## src/rtl/riscie_pkg.sv

```systemverilog
// Shared encodings for the Phase 2 control sequencer: opcodes, ALU codes, states, IR fields
// and the strobe bundle passed from the decoder to the top level.
package riscie_pkg;

    localparam logic [4:0] OpLd   = 5'b00000;
    localparam logic [4:0] OpSt   = 5'b00010;
    localparam logic [4:0] OpAdd  = 5'b00011;
    localparam logic [4:0] OpSub  = 5'b00100;
    localparam logic [4:0] OpAnd  = 5'b00101;
    localparam logic [4:0] OpOr   = 5'b00110;
    localparam logic [4:0] OpAddi = 5'b01100;
    localparam logic [4:0] OpJr   = 5'b10011;
    localparam logic [4:0] OpJal  = 5'b10100;
    localparam logic [4:0] OpNop  = 5'b11010;
    localparam logic [4:0] OpHalt = 5'b11011;

    localparam logic [4:0] AluAdd = 5'b00000;
    localparam logic [4:0] AluSub = 5'b00001;
    localparam logic [4:0] AluAnd = 5'b00010;
    localparam logic [4:0] AluOr  = 5'b00011;

    localparam logic [3:0] StRst    = 4'b0000;
    localparam logic [3:0] StT0     = 4'b0001;
    localparam logic [3:0] StT1     = 4'b0010;
    localparam logic [3:0] StT2     = 4'b0011;
    localparam logic [3:0] StT3     = 4'b0100;
    localparam logic [3:0] StT4     = 4'b0101;
    localparam logic [3:0] StT5     = 4'b0110;
    localparam logic [3:0] StT6     = 4'b0111;
    localparam logic [3:0] StT7     = 4'b1000;
    localparam logic [3:0] StHalted = 4'b1001;

    localparam int unsigned IrOpHi = 31;
    localparam int unsigned IrOpLo = 27;
    localparam int unsigned IrRaHi = 26;
    localparam int unsigned IrRaLo = 23;
    localparam int unsigned IrRbHi = 22;
    localparam int unsigned IrRbLo = 19;
    localparam int unsigned IrRcHi = 18;
    localparam int unsigned IrRcLo = 15;

    typedef struct packed {
        logic       run;
        logic       inc_pc;
        logic       read;
        logic       write;
        logic       pc_out;
        logic       mdr_out;
        logic       zlo_out;
        logic       c_out;
        logic       r_out;
        logic       pc_in;
        logic       mdr_in;
        logic       mar_in;
        logic       ir_in;
        logic       y_in;
        logic       zlo_in;
        logic       r_in;
        logic       g_ra;
        logic       g_rb;
        logic       g_rc;
        logic [4:0] control;
    } ctrl_t;

    function automatic logic [4:0] alu_code(input logic [4:0] op);
        case (op)
            OpSub:   return AluSub;
            OpAnd:   return AluAnd;
            OpOr:    return AluOr;
            default: return AluAdd;
        endcase
    endfunction

    // Last T-state of each instruction; unknown opcodes behave as NOP.
    function automatic logic [3:0] last_state(input logic [4:0] op);
        case (op)
            OpAdd, OpSub, OpAnd, OpOr, OpAddi: return StT5;
            OpLd, OpSt:                        return StT7;
            OpJal:                             return StT6;
            default:                           return StT3;
        endcase
    endfunction

endpackage

```

## src/rtl/control_decode.sv

```systemverilog
// Purely combinational state x opcode -> datapath strobe decode.
module control_decode
    import riscie_pkg::*;
(
    input  logic [3:0] state,
    input  logic [4:0] opcode,
    output ctrl_t      ctrl
);

    always_comb begin
        ctrl     = '0;
        ctrl.run = (state >= StT0) && (state <= StT7);
        unique case (state)
            StT0: begin
                ctrl.pc_out = 1'b1;
                ctrl.mar_in = 1'b1;
                ctrl.inc_pc = 1'b1;
            end
            StT1: begin
                ctrl.read   = 1'b1;
                ctrl.mdr_in = 1'b1;
            end
            StT2: begin
                ctrl.mdr_out = 1'b1;
                ctrl.ir_in   = 1'b1;
            end
            StT3: begin
                case (opcode)
                    OpAdd, OpSub, OpAnd, OpOr, OpAddi, OpLd, OpSt: begin
                        ctrl.g_rb  = 1'b1;
                        ctrl.r_out = 1'b1;
                        ctrl.y_in  = 1'b1;
                    end
                    OpJr: begin
                        ctrl.g_ra  = 1'b1;
                        ctrl.r_out = 1'b1;
                        ctrl.pc_in = 1'b1;
                    end
                    OpJal: begin
                        ctrl.pc_out = 1'b1;
                        ctrl.y_in   = 1'b1;
                    end
                    default: ;
                endcase
            end
            StT4: begin
                case (opcode)
                    OpAdd, OpSub, OpAnd, OpOr: begin
                        ctrl.g_rc    = 1'b1;
                        ctrl.r_out   = 1'b1;
                        ctrl.zlo_in  = 1'b1;
                        ctrl.control = alu_code(opcode);
                    end
                    OpAddi, OpLd, OpSt, OpJal: begin
                        ctrl.c_out   = 1'b1;
                        ctrl.zlo_in  = 1'b1;
                        ctrl.control = AluAdd;
                    end
                    default: ;
                endcase
            end
            StT5: begin
                case (opcode)
                    OpAdd, OpSub, OpAnd, OpOr, OpAddi: begin
                        ctrl.zlo_out = 1'b1;
                        ctrl.g_ra    = 1'b1;
                        ctrl.r_in    = 1'b1;
                    end
                    OpLd, OpSt: begin
                        ctrl.zlo_out = 1'b1;
                        ctrl.mar_in  = 1'b1;
                    end
                    OpJal: begin
                        ctrl.zlo_out = 1'b1;
                        ctrl.g_rb    = 1'b1;
                        ctrl.r_in    = 1'b1;
                    end
                    default: ;
                endcase
            end
            StT6: begin
                case (opcode)
                    OpLd: begin
                        ctrl.read   = 1'b1;
                        ctrl.mdr_in = 1'b1;
                    end
                    OpSt: begin
                        ctrl.g_ra   = 1'b1;
                        ctrl.r_out  = 1'b1;
                        ctrl.mdr_in = 1'b1;
                    end
                    OpJal: begin
                        ctrl.g_ra  = 1'b1;
                        ctrl.r_out = 1'b1;
                        ctrl.pc_in = 1'b1;
                    end
                    default: ;
                endcase
            end
            StT7: begin
                case (opcode)
                    OpLd: begin
                        ctrl.mdr_out = 1'b1;
                        ctrl.g_ra    = 1'b1;
                        ctrl.r_in    = 1'b1;
                    end
                    OpSt:    ctrl.write = 1'b1;
                    default: ;
                endcase
            end
            default: ;
        endcase
    end

endmodule

```

## src/rtl/control_unit.sv

```systemverilog
// Hardwired Moore sequencer: state register, opcode latch and next-state logic for the
// Phase 2 datapath; strobes come from control_decode.
module control_unit
    import riscie_pkg::*;
#(
    parameter int unsigned RESET_PC_HOLD = 0
) (
    input  logic        Clock,
    input  logic        Clear,
    input  logic [31:0] IR,
    input  logic        Stop,
    output logic        Run,
    output logic [4:0]  CONTROL,
    output logic        IncPC,
    output logic        Read,
    output logic        Write,
    output logic        PC_Out,
    output logic        MDR_Out,
    output logic        ZLO_Out,
    output logic        C_Out,
    output logic        R_Out,
    output logic        PC_In,
    output logic        MDR_In,
    output logic        MAR_In,
    output logic        IR_In,
    output logic        Y_In,
    output logic        ZLO_In,
    output logic        R_In,
    output logic        G_RA,
    output logic        G_RB,
    output logic        G_RC
);

    localparam logic [1:0] HoldLast = 2'(RESET_PC_HOLD);

    logic [3:0] state_q, state_d;
    logic [1:0] hold_q, hold_d;
    logic [4:0] op_q;
    ctrl_t      ctrl;
    logic       unused_ir;

    assign unused_ir = ^IR[IrRaHi:0];

    always_comb begin
        state_d = state_q;
        hold_d  = hold_q;
        case (state_q)
            StRst: begin
                if (hold_q == HoldLast) begin
                    state_d = StT0;
                end else begin
                    hold_d = hold_q + 2'd1;
                end
            end
            StHalted: ;
            StT0, StT1, StT2: state_d = state_q + 4'd1;
            StT3, StT4, StT5, StT6, StT7: begin
                if (state_q == last_state(op_q)) begin
                    state_d = (Stop || op_q == OpHalt) ? StHalted : StT0;
                end else begin
                    state_d = state_q + 4'd1;
                end
            end
            default: state_d = StRst;
        endcase
    end

    always_ff @(posedge Clock or negedge Clear) begin
        if (!Clear) begin
            state_q <= StRst;
            hold_q  <= 2'd0;
            op_q    <= OpNop;
        end else begin
            state_q <= state_d;
            hold_q  <= hold_d;
            if (state_q == StT2) begin
                op_q <= IR[IrOpHi:IrOpLo];
            end
        end
    end

    control_decode u_decode (
        .state  (state_q),
        .opcode (op_q),
        .ctrl   (ctrl)
    );

    assign Run     = ctrl.run;
    assign CONTROL = ctrl.control;
    assign IncPC   = ctrl.inc_pc;
    assign Read    = ctrl.read;
    assign Write   = ctrl.write;
    assign PC_Out  = ctrl.pc_out;
    assign MDR_Out = ctrl.mdr_out;
    assign ZLO_Out = ctrl.zlo_out;
    assign C_Out   = ctrl.c_out;
    assign R_Out   = ctrl.r_out;
    assign PC_In   = ctrl.pc_in;
    assign MDR_In  = ctrl.mdr_in;
    assign MAR_In  = ctrl.mar_in;
    assign IR_In   = ctrl.ir_in;
    assign Y_In    = ctrl.y_in;
    assign ZLO_In  = ctrl.zlo_in;
    assign R_In    = ctrl.r_in;
    assign G_RA    = ctrl.g_ra;
    assign G_RB    = ctrl.g_rb;
    assign G_RC    = ctrl.g_rc;

endmodule

```

## config.mk

```make
export PLATFORM = sky130hd
export DESIGN_NAME = control_unit
export DESIGN_NICKNAME = d
export VERILOG_FILES = /design/src/rtl/riscie_pkg.sv /design/src/rtl/control_decode.sv /design/src/rtl/control_unit.sv
export SDC_FILE = /design/constraint.sdc
export NUM_CORES = 1
export LEC_CHECK = 0
export CORE_ASPECT_RATIO = 1.5
export CORE_MARGIN = 2
export CORE_UTILIZATION = 44
export CTS_BUF_LIST = sky130_fd_sc_hd__clkbuf_4 sky130_fd_sc_hd__clkbuf_8
export CTS_CLUSTER_DIAMETER = 30
export DETAILED_ROUTE_END_ITERATION = 6
export GPL_TIMING_DRIVEN = 0
export PLACE_DENSITY = 0.84
export SKIP_CTS_REPAIR_TIMING = 1
export SYNTH_ARGS = -nofsm -noshare
export SYNTH_HDL_FRONTEND = slang
export SYNTH_SLANG_ARGS = --single-unit
```

## constraint.sdc

```tcl
create_clock -name Clock -period 7.05 [get_ports Clock]
set_input_delay 2.115 -clock Clock [delete_from_list [all_inputs] [get_ports Clock]]
set_output_delay 2.115 -clock Clock [all_outputs]
set_load 0.01 [all_outputs]
```

Word level (Yosys, flattened, before mapping)
Memories as Yosys holds them, arrays and structs flattened. Index checks and enable logic that the tools add are counted.

Flip-flop bits (word level): 11. Memory bits (read-only): 128. Input port bits: 35. Output and inout bits: 24. Word-level logic and storage cells: 87. Memories kept: 1.

Memories: (name not given) (depth 32, width 4, read ports 1, clocked after memory_dff 0, write ports 0, RTL line riscie_pkg.sv:76) `case (op)`.

Add/subtract/negate cells: 2. Order comparisons: 2. Equal/unequal tests: 20. Multiplexer cells: 39. Bitwise operators: 2. Reductions and logical operators: 18.

Operator list (number): $mux 1 (20); $eq 4x3->1 const B (4); $mux 4 (4); $pmux 1 s2 (8); $pmux 4 s4 (1); $reduce_or 8->1 (2); $eq 5x3->1 const B (3); $eq 5x5->1 const B (3); $eq 5x2->1 const B (2); $reduce_or 5->1 (2); $eq 4x2->1 const B (2); $eq 4x4->1 const B (2); $reduce_or 4->1 (2); $reduce_or 7->1 (1); $mux 6 (1); $pmux 2 s3 (1); $reduce_or 6->1 (1); $eq 5x4->1 const B (1); $logic_not 5->1 (1); $add 4x1->4 const B (1); $eq 4x1->1 const B (1); $eq 4x4->1 (1); $ge 4x1->1 const B (1); $le 4x4->1 const B (1); other kinds (13) (17).

Logic depth before layout (Yosys ltp)
Gate-level depths: netlist of the first run.

Word-level depth: 6. Gate-level depth with buffers: 7. Gate-level depth less buffers: 7.

Modules after synthesis
A second synthesis of the first run with hierarchy kept.

Cells, all modules: 169. Area total of the unflattened synthesis: 1390.1 µm².

Modules (own cells, without submodules): control_unit (instances 1, cells an instance 82, area an instance 768.2 µm², sequential area each 279.0 µm²); control_decode (instances 1, cells an instance 87, area an instance 621.8 µm², sequential area each 0.0 µm²).

Worst setup path before layout of the first run
Ideal clock, no wire load.

Kind: flip-flop to output port. Start point: register op_q[1]. End point: output R_Out. Data arrival time: 1.761 ns. Required time: 4.935 ns. Path slack: 3.174 ns. Cell stages (with the launch flop): 6. Buffers on the path: 1. Path through: dfstp_2 buf_2 or3b_1 a2111o_1 a21oi_1 a311o_1.

Longest elaborated chain between the ends: 4. Elaborated cells on any way between the ends: 16. Classes of those cells: eq/ne (8); mux (4); reduce/logical (4).

RTL lines: start, declared (RTL line control_unit.sv:38) `logic [4:0] op_q;`; start signal, assigned (RTL line control_unit.sv:72) `op_q <= OpNop;`; start signal, assigned (RTL line control_unit.sv:77) `op_q <= IR[IrOpHi:IrOpLo];`; $eq 5x5->1 (tied with other cells) (RTL line control_decode.sv:28) `case (opcode)`; $reduce_or 8->1 (no source line) (tied with other cells); $mux 1, on equally long branches (RTL line control_decode.sv:28, control_decode.sv:47, control_decode.sv:82); $pmux 1 s3 (*) (RTL line control_decode.sv:13) `unique case (state)`; end, declared (RTL line control_unit.sv:21) `output logic R_Out,`.

Every way passes the cells marked *; elsewhere a longest branch is shown, timed or not.

Final worst setup path of the first run
Start point: register op_q[1]. End point: output G_RA.

Longest elaborated chain between the ends: 4. Elaborated cells on any way between the ends: 16. Classes of those cells: eq/ne (8); mux (5); reduce/logical (3).

RTL lines: $eq 5x2->1 (tied with other cells) (RTL line control_decode.sv:63) `case (opcode)`; $reduce_or 5->1 / $reduce_or 2->1 (equally long branches); $mux 1, on equally long branches (RTL line control_decode.sv:63, control_decode.sv:82); $pmux 1 s4 (*) (RTL line control_decode.sv:13); end, declared (RTL line control_unit.sv:29) `output logic G_RA,`.

Marks and branches as above.

==> results of run 1 <==
[layout make-up]
| cell class | instances | area [µm²] |
|---|---|---|
| multi-input combinational | 121 | 772 |
| timing repair buffer | 28 | 280 |
| clock buffer | 4 | 30.0 |
| tap | 24 | 30.0 |
| fill | 229 | 977 |
| sequential | 11 | 279 |
| inverter | 10 | 37.5 |
| buffer | 12 | 71.3 |
[kinds of logic (layout without fill, tap and decap cells)]
family,after synthesis,in the layout,synth area share
compound gates,37,37,0.208
xor+xnor,5,5,0.0380
fa+ha+maj,6,6,0.0651
buf+inv,22,54,0.0945
flops,11,11,0.242
mux,3,3,0.0282
other cells,1,3,0.00325
simple gates,67,67,0.320
[tightest hold or removal path, stage by stage, from the launching register on]
cell	delay (ps)
dfrtp_1	330
inv_1	60
xnor2_1	120
[cell usage after synthesis, drive strengths merged, types with 3 or more instances]
master	n	share of area
nor2b	4	0.022
inv	10	0.033
nor4	3	0.029
clkbuf	4	0.013
o21ai	9	0.039
nand2b	3	0.016
nor3	7	0.035
a21oi	10	0.043
nand3	4	0.017
nand2	19	0.062
nor2	13	0.042
dfstp	3	0.068
buf	8	0.049
dfrtp	8	0.17
ha	6	0.065
xnor2	4	0.030
a31oi	4	0.022
[metrics by stage]
| step | cell area (µm²) | power [µW] | hold slack, ps | setup slack, ps |
|---|---|---|---|---|
| after floorplan | 1160 | 66.4 | 506 | 3170 |
| after global placement | 1470 | 71.4 | 525 | 2580 |
| after detailed placement | 1470 | 71.6 | 535 | 2560 |
| after CTS | 1500 | 120 | 549 | 2250 |
| after global routing | 1500 | 124 | 590 | 2120 |
| final | 1500 | 118 | 546 | 2260 |
[placed cells by master (no fill, tap or decap), drive strengths merged, types with 2 or more instances in the layout]
cell           netlist  final
mux2                 2      2
conb                 1      3
a2111o               2      2
nand2               19     19
buf                  8      8
a21oi               10     10
a31oi                4      4
or4                  2      2
dfstp                3      3
nor2b                4      4
nor3                 7      7
nor4                 3      3
inv                 10     10
nor2                13     13
ha                   6      6
nand4                2      2
clkdlybuf4s50        0     28
dfrtp                8      8
xnor2                4      4
nand2b               3      3
a211oi               2      2
clkbuf               4      8
o22ai                2      2
o21ai                9      9
nand3                4      4
a2bb2oi              2      2
[sequential cells by signal (all words and copies together), names as in the netlist]
signal	count
op_q	5
hold_q	2
state_q	4
[layer usage]
layer	routed length [µm]	up-vias	track usage
li1	-	606	-
met1	1240	587	0.258
met2	1640	45	0.410
met3	126	6	0.0434
met4	44	0	0.0929
met5	0	-	0
[power groups by stage]
stage          clock [µW]  sequential, µW  combinational (µW)
2_1_floorplan           0            64.3                2.07
3_3_place_gp            0            64.3                7.09
3_5_place_dp            0            64.3                7.30
4_1_cts              49.1            63.1                7.34
5_1_grt              53.2            63.1                7.91
6_report             47.2            63.1                7.26
[final timing paths]
kind	from	to	slack, ps	depth (start not counted)
min reg2reg	hold_q[0]$_DFFE_PN0P_	hold_q[0]$_DFFE_PN0P_	550	2
max in group asynchronous	Clear	op_q[3]$_DFFE_PN1P_	4520	1
min	hold_q[0]$_DFFE_PN0P_	hold_q[0]$_DFFE_PN0P_	550	2
max reg2reg	state_q[1]$_DFFE_PN0P_	state_q[3]$_DFFE_PN0P_	4650	7
min in group asynchronous	Clear	op_q[2]$_DFFE_PN0P_	2180	1
max	op_q[1]$_DFFE_PN1P_	G_RA	2260	7
==> run_results.csv, run 1 <==
group,metric,value,unit
pwr,p_switching,24.2,µW
timing,fin_setup_tns,0,ps
global_routing,grt_pass1_vias,1183,
clock_tree,cts.sinks,11,
timing,fin_skew,0.412,ps
pwr,power_density,78.4,nW/µm²
global_routing,grt_antenna_before_repair,0,
timing,tightest_slew,837,ps
drt,vias,1244,
floorplan,num_rows,22,
floorplan,die_y,66.7,µm
layout,layout.cells.non_filler,210,
floorplan,die_x,45.8,µm
critical_path,cp_top_family,"buffers and inverters",
run,drv_cap,0,
clock_tree,clk_pin_slew,70,ps
drt,ant_nets,0,
clock_tree,cts_buffers,3,
outcome,outcome,"finished, final reports clean",
timing,finalMaxSlewViolations,0,
floorplan,core,2480,µm²
pwr,peakVddDrop,0.0943,mV
timing,hold_viol,0,
timing,setup_viol,0,
layout,layout.nets,228,
global_routing,grt_max_degree,12,
floorplan,start_util,0.465,
drt,via_per_inst,5.92,
critical_path,crit_required,4930,ps
min_path,hold_path_class,"reg -> reg",
logic_synthesis,synth-main-ff-cell,"dfrtp_1",
floorplan,ios,59,
logic_synthesis,syn_area_per_cell,7.58,µm²
global_routing,gr-total-overflow,0,
pwr,p_clk_frac,0.401,
critical_path,crit_buf_inv,2,
critical_path,crit_slowest_cell,"clkdlybuf4s50_1",
timing,max_freq,209,MHz
critical_path,cp.arrival,2680,ps
drt,drtIter0Drc,34,
placed_design,dp_cells,206,
logic_synthesis,syn_inst,152,
pwr,seqPwrFrac,0.537,
critical_path,crit_path_max_fanout,10,
drt,drtPass1Iterations,4,
pwr,p_leak,0.000550,µW
placed_design,numPortBuffers,28,
clock_tree,clockBufferDepth,2,
timing,slew_headroom,0.434,
layout,diodes,0,
placed_design,detailed_place_hpwl,2400,µm
logic_synthesis,syn_area,1150,µm²
logic_synthesis,ys_ff_latch,11,
clock_tree,cts_max_level,1,
clock_tree,tritoncts,"yes",
critical_path,end_kind,"output pin",
logic_synthesis,synth_edf_count,0,
timing,period_share,0.680,
logic_synthesis,yosys_warnings,0,
timing,finalCriticalPeriod,4790,ps
drt,drc,0,
placed_design,place_congestion,0.956,
clock_tree,cts-root-buf,"clkbuf_4",
drt,wire_per_inst,14.5,µm
logic_synthesis,ys_types,48,
pwr,p_sw_frac,0.206,
global_routing,track_usage,0.231,
floorplan,die_area,3050,µm²
critical_path,path_cells,"buf_2, or3b_1, a2111o_1, a21oi_1, a31oi_1, nand2_1, clkdlybuf4s50_1",
drt,drt_wl_total,3050,µm
critical_path,slowest_delay,540,ps
layout,area_growth,30.2,%
clock_tree,insertion_delay,270,ps
critical_path,critPathLaunchType,"flip-flop",
logic_synthesis,synth_seq_area_share,0.242,
pwr,combinationalPowerShare,0.062,
logic_synthesis,synthArstFlopShare,1.00,
timing,rsz0062_at_grt,"false",
critical_path,crit_type,"reg -> out",
layout,utilization,0.606,
pwr,internal_power,93.4,µW
layout,drive_above_1_share,0.102,
global_routing,grt_pass1_wl,5210,µm
Power figures use the tool's default switching activity.
==> inputs of run 2 (changes only) <==
--- a/config.mk
+++ b/config.mk
@@ -7,12 +7,12 @@
 export LEC_CHECK = 0
 export CORE_ASPECT_RATIO = 1.5
 export CORE_MARGIN = 2
-export CORE_UTILIZATION = 44
+export CORE_UTILIZATION = 37
 export CTS_BUF_LIST = sky130_fd_sc_hd__clkbuf_4 sky130_fd_sc_hd__clkbuf_8
 export CTS_CLUSTER_DIAMETER = 30
 export DETAILED_ROUTE_END_ITERATION = 6
 export GPL_TIMING_DRIVEN = 0
-export PLACE_DENSITY = 0.84
+export PLACE_DENSITY = 0.74
 export SKIP_CTS_REPAIR_TIMING = 1
 export SYNTH_ARGS = -nofsm -noshare
 export SYNTH_HDL_FRONTEND = slang
==> constraint.sdc (replaced) <==
create_clock -name Clock -period 4.15 [get_ports Clock]
set_input_delay 1.245 -clock Clock [delete_from_list [all_inputs] [get_ports Clock]]
set_output_delay 1.245 -clock Clock [all_outputs]
set_load 0.01 [all_outputs]
==> run_results.csv, run 2 (same netlist as run 1, synthesis figures left out) <==
group,metric,value,unit
timing,finalCriticalPeriod,3860,ps
layout,diodes,0,
placed_design,dp_cells,221,
global_routing,grt_pass1_wl,5030,µm
placed_design,numPortBuffers,28,
clock_tree,cts.sinks,11,
timing,tightest_slew,896,ps
placed_design,detailed_place_hpwl,2460,µm
layout,area_growth,33.4,%
timing,fin_setup_tns,0,ps
outcome,outcome,"finished, final reports clean",
clock_tree,cts-root-buf,"clkbuf_8",
run,drv_cap,0,
critical_path,critPathLaunchType,"flip-flop",
layout,drive_above_1_share,0.102,
pwr,peakVddDrop,0.263,mV
timing,whs,534,ps
layout,largest_reg_flops,5,
timing,fin_skew,3.10,ps
clock_tree,insertion_delay,230,ps
layout,layout_commonest_cell,"clkdlybuf4s50_1",
floorplan,num_rows,24,
layout,layout.cells.non_filler,225,
global_routing,track_usage,0.174,
clock_tree,cts_max_level,1,
drt,ant_nets,0,
timing,fin_ws,287,ps
floorplan,die_x,49.6,µm
drt,vias,1235,
placed_design,place_congestion,0.894,
clock_tree,cts_buffers,3,
timing,setup_viol,0,
layout,layout_common_cells,"clkdlybuf4s50_1, nand2_1, nor2_1",
layout,layout.nets,228,
clock_tree,clk_pin_slew,50,ps
timing,hold_viol,0,
layout,top_regs,"op_q x5, state_q x4, hold_q x2",
drt,via_per_inst,5.49,
critical_path,cp.arrival,2620,ps
critical_path,crit_type,"reg -> out",
drt,wire_per_inst,13.9,µm
critical_path,crit_path_max_fanout,10,
placed_design,place_ws,536,ps
drt,drtIter0Drc,42,
critical_path,end_kind,"output pin",
drt,drtPass1Iterations,4,
global_routing,gr-total-overflow,0,
timing,rsz0062_at_grt,"false",
global_routing,grt_max_degree,12,
timing,period_share,0.931,
floorplan,start_util,0.392,
pwr,p_leak,0.000557,µW
clock_tree,clockBufferDepth,2,
global_routing,grt_antenna_before_repair,0,
drt,drc,0,
critical_path,crit_required,2900,ps
timing,max_freq,259,MHz
floorplan,core,2940,µm²
floorplan,die_y,72.4,µm
layout,top_register,"op_q",
pwr,power_density,149,nW/µm²
min_path,hold_path_class,"reg -> reg",
layout,utilization,0.523,
drt,drt_wl_total,3120,µm
global_routing,grt_pass1_vias,1125,
clock_tree,tritoncts,"yes",
floorplan,die_area,3590,µm²
timing,slew_headroom,0.395,
timing,finalMaxSlewViolations,0,
floorplan,ios,59,
run 2: cell counts in the layout (fill, tap and decap cells not counted):
Identical to the previous run, type by type.
run 2: cell type report:
cell class	count	area, µm²
well taps	39	48.8
inverters	10	37.5
fillers	312	1410
multi-input cells	121	772
repair buffers	28	280
plain buffers	12	71.3
flip-flops and latches	11	279
clock buffers	4	48.8
run 2: final timing paths:
path	from	depth (start not counted)	slack, ps	to
worst max-delay path	op_q[1]$_DFFE_PN1P_	6	290	R_Out
worst min-delay path	hold_q[0]$_DFFE_PN0P_	2	530	hold_q[0]$_DFFE_PN0P_
worst max register to register	state_q[1]$_DFFE_PN0P_	7	1770	state_q[3]$_DFFE_PN0P_
worst min register to register	hold_q[0]$_DFFE_PN0P_	2	530	hold_q[0]$_DFFE_PN0P_
max in group asynchronous	Clear	1	2450	op_q[4]$_DFFE_PN1P_
min in group asynchronous	Clear	1	1350	op_q[0]$_DFFE_PN0P_
run 2: metal layers:
layer  up-vias  global-route usage  share of wire
met4         0              0.0710          0.019
met5         -                   0              0
met2        53               0.329           0.55
li1        608                   -              -
met1       568               0.191           0.39
met3         6              0.0247          0.048
run 2: stage by stage:
step | total power (µW) | area (µm²)
2_1_floorplan | 113 | 1160
6_report | 230 | 1540
3_3_place_gp | 121 | 1490
5_1_grt | 238 | 1540
4_1_cts | 231 | 1540
3_5_place_dp | 121 | 1490
run 2: where the power goes:
group          switching [µW]  internal [µW]  total, µW
Clock                    36.2           73.6        110
Combinational            4.52           7.68       12.2
Sequential                  0            108        108
run 2: worst max-delay path: stages, from the launching register on:
cell and delay (ps):
dfstp_2 520, buf_2 180, or3b_1 370, a2111o_1 410
a21oi_1 200, a311o_1 150, clkdlybuf4s50_1 540
